### src/rtl/add64_sequencer.sv
// 64-bit add/subtract built from two sequential passes through an external 32-bit CLA adder.
// Low word first, then high word with the captured inter-word carry; result held until acked.
module add64_sequencer (
    input  logic        clock,
    input  logic        clear,
    input  logic        start,
    input  logic        op_sub,
    input  logic [63:0] a,
    input  logic [63:0] b,
    output logic        ready,
    output logic        result_valid,
    input  logic        result_ack,
    output logic [63:0] result,
    output logic        carry_out,
    output logic        overflow,
    output logic [31:0] add_x,
    output logic [31:0] add_y,
    output logic        add_c0,
    input  logic [31:0] add_s,
    input  logic        add_g,
    input  logic        add_p
);

    typedef enum logic [1:0] {StIdle, StLow, StHigh, StDone} state_e;

    state_e      state_q, state_d;
    logic [63:0] a_q, a_d;
    logic [63:0] beff_q, beff_d;
    logic        sub_q, sub_d;
    logic        carry_q, carry_d;
    logic [63:0] result_q, result_d;
    logic        carry_out_q, carry_out_d;
    logic        overflow_q, overflow_d;
    logic        ready_q, ready_d;
    logic        valid_q, valid_d;
    logic        adder_co;

    assign adder_co = add_g | (add_p & add_c0);

    // Adder operand mux; quiet (all zero) outside the two compute states.
    always_comb begin
        add_x  = 32'd0;
        add_y  = 32'd0;
        add_c0 = 1'b0;
        case (state_q)
            StLow: begin
                add_x  = a_q[31:0];
                add_y  = beff_q[31:0];
                add_c0 = sub_q;
            end
            StHigh: begin
                add_x  = a_q[63:32];
                add_y  = beff_q[63:32];
                add_c0 = carry_q;
            end
            default: ;
        endcase
    end

    always_comb begin
        state_d     = state_q;
        a_d         = a_q;
        beff_d      = beff_q;
        sub_d       = sub_q;
        carry_d     = carry_q;
        result_d    = result_q;
        carry_out_d = carry_out_q;
        overflow_d  = overflow_q;
        unique case (state_q)
            StIdle: begin
                if (start) begin
                    a_d     = a;
                    beff_d  = op_sub ? ~b : b;
                    sub_d   = op_sub;
                    state_d = StLow;
                end
            end
            StLow: begin
                result_d[31:0] = add_s;
                carry_d        = adder_co;
                state_d        = StHigh;
            end
            StHigh: begin
                result_d[63:32] = add_s;
                carry_out_d     = adder_co;
                overflow_d      = (a_q[63] == beff_q[63]) & (add_s[31] != a_q[63]);
                state_d         = StDone;
            end
            StDone: begin
                if (result_ack) state_d = StIdle;
            end
            default: state_d = StIdle;
        endcase
        ready_d = (state_d == StIdle);
        valid_d = (state_d == StDone);
    end

    always_ff @(posedge clock) begin
        if (clear) begin
            state_q     <= StIdle;
            a_q         <= 64'd0;
            beff_q      <= 64'd0;
            sub_q       <= 1'b0;
            carry_q     <= 1'b0;
            result_q    <= 64'd0;
            carry_out_q <= 1'b0;
            overflow_q  <= 1'b0;
            ready_q     <= 1'b1;
            valid_q     <= 1'b0;
        end else begin
            state_q     <= state_d;
            a_q         <= a_d;
            beff_q      <= beff_d;
            sub_q       <= sub_d;
            carry_q     <= carry_d;
            result_q    <= result_d;
            carry_out_q <= carry_out_d;
            overflow_q  <= overflow_d;
            ready_q     <= ready_d;
            valid_q     <= valid_d;
        end
    end

    assign ready        = ready_q;
    assign result_valid = valid_q;
    assign result       = result_q;
    assign carry_out    = carry_out_q;
    assign overflow     = overflow_q;

endmodule

### config.mk
export PLATFORM = sky130hd
export DESIGN_NAME = add64_sequencer
export DESIGN_NICKNAME = d
export VERILOG_FILES = /design/src/rtl/add64_sequencer.sv
export SDC_FILE = /design/constraint.sdc
export NUM_CORES = 1
export LEC_CHECK = 0
export CAP_MARGIN = 0
export CORE_MARGIN = 4
export CORE_UTILIZATION = 35
export DETAILED_ROUTE_END_ITERATION = 8
export DONT_BUFFER_PORTS = 1
export PLACE_DENSITY = 0.58
export SLEW_MARGIN = 20
export SYNTH_ARGS = -nofsm -noshare
export SYNTH_HDL_FRONTEND = slang
export SYNTH_SLANG_ARGS = --single-unit
### constraint.sdc
create_clock -name clock -period 2.08 [get_ports clock]
set_input_delay 0.208 -clock clock [delete_from_list [all_inputs] [get_ports clock]]
set_output_delay 0.208 -clock clock [all_outputs]
set_load 0.01 [all_outputs]
==> results by group <==
Logic synthesis
  – Primary FF master, synth: dfxtp_1
  – Synthesized netlist net count: 1140
  – Post-synth top area share: 0.4528
  – Post-synth top area cell: dfxtp_1
  – Syn Inst Count: between 900 and 1000
  – FFs w/ async S/R, synth: 0
  – Top cells by count, synth: dfxtp_1 (200), nor2_1 (134), nand2_1 (132), a21oi_1 (67), nor2b_1 (66)
  – Post-synth EDFFs: 0
  – Synth cell types: 28
  – Mapped Area: 0.008842 mm^2
  – Syn. warnings: 0
  – Sequential area share after synthesis: 0.4528
  – Flops & latches, synth: 200
  – Avg Cell Area, Syn: 9.144 um^2
  – Most frequent cell after synthesis: dfxtp_1
  – Area contributors post-synth: dfxtp_1 (45%), mux2i_1 (7.4%), xnor2_1 (6.3%), a211oi_2 (5.8%), nor2_1 (5.7%)

Clocking
  – CTS max path bufs: 2
  – Clk sinks: 200
  – CTS tree: done
  – Clk pin slew, worst setup/hold paths: about 90 ps
  – CTS Buf Count: 17
  – CTS H-tree depth: 4
  – Clock latency on the worst-skew pair: approximately 440 ps
  – CTS Root Cell: clkbuf_16

Worst hold path
  – Hold path endpoint: beff_q[12]
  – Class of the worst hold path: in2reg
  – Cells on Worst Hold Path: 1
  – HP Start: clear

Die
  – Boundary pin count: 300
  – Core area: roughly 0.025 mm^2
  – Starting Density: 0.3594
  – Num rows: 57
  – Die footprint: 0.02787 mm^2
  – Chip width: 166.9 um
  – Die Y: 166.9 um

STA
  – Worst Tran Pin Value: 360.8 ps
  – Period utilization: 1.029
  – Unrepaired setup endpoints after global routing: yes
  – Final worst slack: -59.59 ps
  – Fmax: 467.4 MHz
  – Final min period: ~2100 ps
  – Hold Vio Cnt, Final: 94
  – Clk_skew: 20.18 ps
  – Final Max Slew Viols: 0
  – Max transition margin: 0.7586
  – Hold WS: -132.5 ps
  – Finish-stage setup viols: 11

Setup path
  – Max FO, Critical Path: 28
  – Reg2Reg Setup Slack: -20 ps
  – RR Endpoint: state_q[1]
  – Endpoint type of the worst setup path: output port
  – Crit path kind: reg2out
  – Worst Path Arrival: 1930 ps
  – Crit path launch type: register
  – Required @ worst endpoint: 1870 ps
  – RR Startpoint: state_q[1]
  – R2r worst-path depth: 7

Placement
  – Hpwl dp: about 16 mm
  – Placed Area: 0.009061 mm^2
  – Input/output buffers: 0
  – Gpl congestion: 0.7768
  – Inst Count DP: 1227

Layout
  – Area Overhead vs Synth: 31.03%
  – Fin util: 0.4709
  – Fillers: 2314
  – Layout Nets: 1229
  – Layout cell share with drive strength beyond 1: 0.2002
  – Non-Filler Instances: 1393
  – Final design instance area without fill: 0.01159 mm^2
  – Diodes inserted: 0

Route
  – Final WL: around 26 mm
  – Wire length on met3: roughly 2.2 mm
  – Drc violations: 0
  – Highest metal layer with signal wires: met4
  – Met2 wire len: 12.81 mm
  – WL met1: 10.86 mm
  – TritonRoute pass-1 iters: 4
  – Routed length per instance: 18.85 um
  – Post-route ant nets: 0
  – Via count: roughly 7000
  – Initial DRC Count: 331
  – Via density: 5.063

GRT
  – Maximum number of pins on one net before global-route repair: between 200 and 250
  – Total gr overflow: 0
  – GRT Total Usage: 0.1713
  – Initial antenna violation count: 0
  – First-pass GRT wire length: 38.77 mm
  – Number of global-route vias before repair: 6878

Power and ir drop
  – Leak: 3.970 nW
  – Peak supply drop: 463.3 uV
  – PD cells: around 870 mW/mm^2

Run
  – Number of max-cap violations: 0

Status
  – Status: complete, but fails checks
  – Violated checks: negative hold slack, negative setup slack
[stage by stage]
step / TNS, ps / worst slack [ps] / power, mW
6_report: -156.0 / -59.59 / 10.06
3_5_place_dp: 0 / 240.5 / 6.103
2_1_floorplan: 0 / 439.2 / 5.826
4_1_cts: -13.89 / -13.89 / 9.820
3_3_place_gp: 0 / 229.8 / 6.066
5_1_grt: -3073 / -199.8 / 10.59
[routing by layer]
| layer | global-route usage | up-vias |
|---|---|---|
| met5 | 0 | - |
| met4 | 0.04020 | 0 |
| met3 | 0.06471 | 24 |
| met2 | 0.2816 | 227 |
| met1 | 0.2141 | 3356 |
| li1 | - | 3446 |
[layout by cell type (no fill, tap or decap), drive strengths merged, types with 4 or more instances in the layout]
master	Yosys	final
clkinv	0	4
clkbuf	25	20
ha	6	6
dfxtp	200	200
xnor2	64	64
inv	3	13
nand2	132	132
a211oi	67	67
dlygate4sd3	0	122
a21oi	67	67
nor2b	66	66
nor2	134	134
mux2i	65	65
buf	62	32
a22oi	65	65
[final cells by class]
class | count | area, um^2 | share of cell area
clock buffers | 17 | 425.4 | 0.03672
clock inverters | 15 | 216.5 | 0.01868
inverters | 3 | 15.01 | 0.001296
multi-input cells | 677 | 4797 | 0.4140
flip-flops and latches | 200 | 4009 | 0.3460
well taps | 324 | 405.4 | 0.03499
repair buffers | 157 | 1718 | 0.1483
[logic make-up (layout without fill, tap and decap cells)]
logic type,after synthesis,after routing,synth area share
XOR/XNOR,64,64,0.06339
flip-flops,200,200,0.4528
AO/OA/AOI/OAI,205,205,0.1793
AND/OR/NAND/NOR,337,337,0.1636
multiplexers,65,65,0.07358
adder cells (fa/ha/maj),6,6,0.008490
buffers and inverters,90,192,0.05887
[report_power, final]
| part | switching, mW | total, mW | internal, mW |
|---|---|---|---|
| registers | 0.268 | 4.45 | 4.18 |
| clock network | 1.83 | 3.54 | 1.71 |
| logic | 1.03 | 2.06 | 1.03 |
| total | 3.13 | 10.1 | 6.93 |
[critical path, cell delays in order (launching register included)]
cell and delay (ps):
dfxtp_4 400, clkinvlp_4 160, ha_4 380, buf_12 190, nor2b_1 190, buf_4 150
[sequential cells by signal, summed over array words and instances, names as in the netlist]
register	cells
carry_out	1
carry_q	1
a_q	64
sub_q	1
result_valid	1
overflow	1
beff_q	64
result	64
ready	1
state_q	2
[timing repair]
| item | 4_1_cts | 5_1_grt |
|---|---|---|
| endpoints found under the setup margin | 65 | 96 |
| cloned | 1 | 3 |
| pin swaps | 0 | 3 |
| setup buffers | 3 | 4 |
| endpoints found under the hold margin | 200 | 157 |
| hold buffers | 42 | 81 |
| gates resized for setup | 39 | 90 |
[worst max path at each step]
stage                from         to  slack, ps  depth (start not counted)
3_3_place_gp   state_q[1]  add_x[29]        230                          6
3_5_place_dp   state_q[1]  carry_out        240                          6
6_report       state_q[1]  add_x[29]        -60                          5
5_1_grt        state_q[1]  add_x[29]       -200                          5
4_1_cts        state_q[1]  add_x[29]        -10                          6
2_1_floorplan  state_q[1]   add_x[0]        440                          5
(Power assumes the default switching activity.)
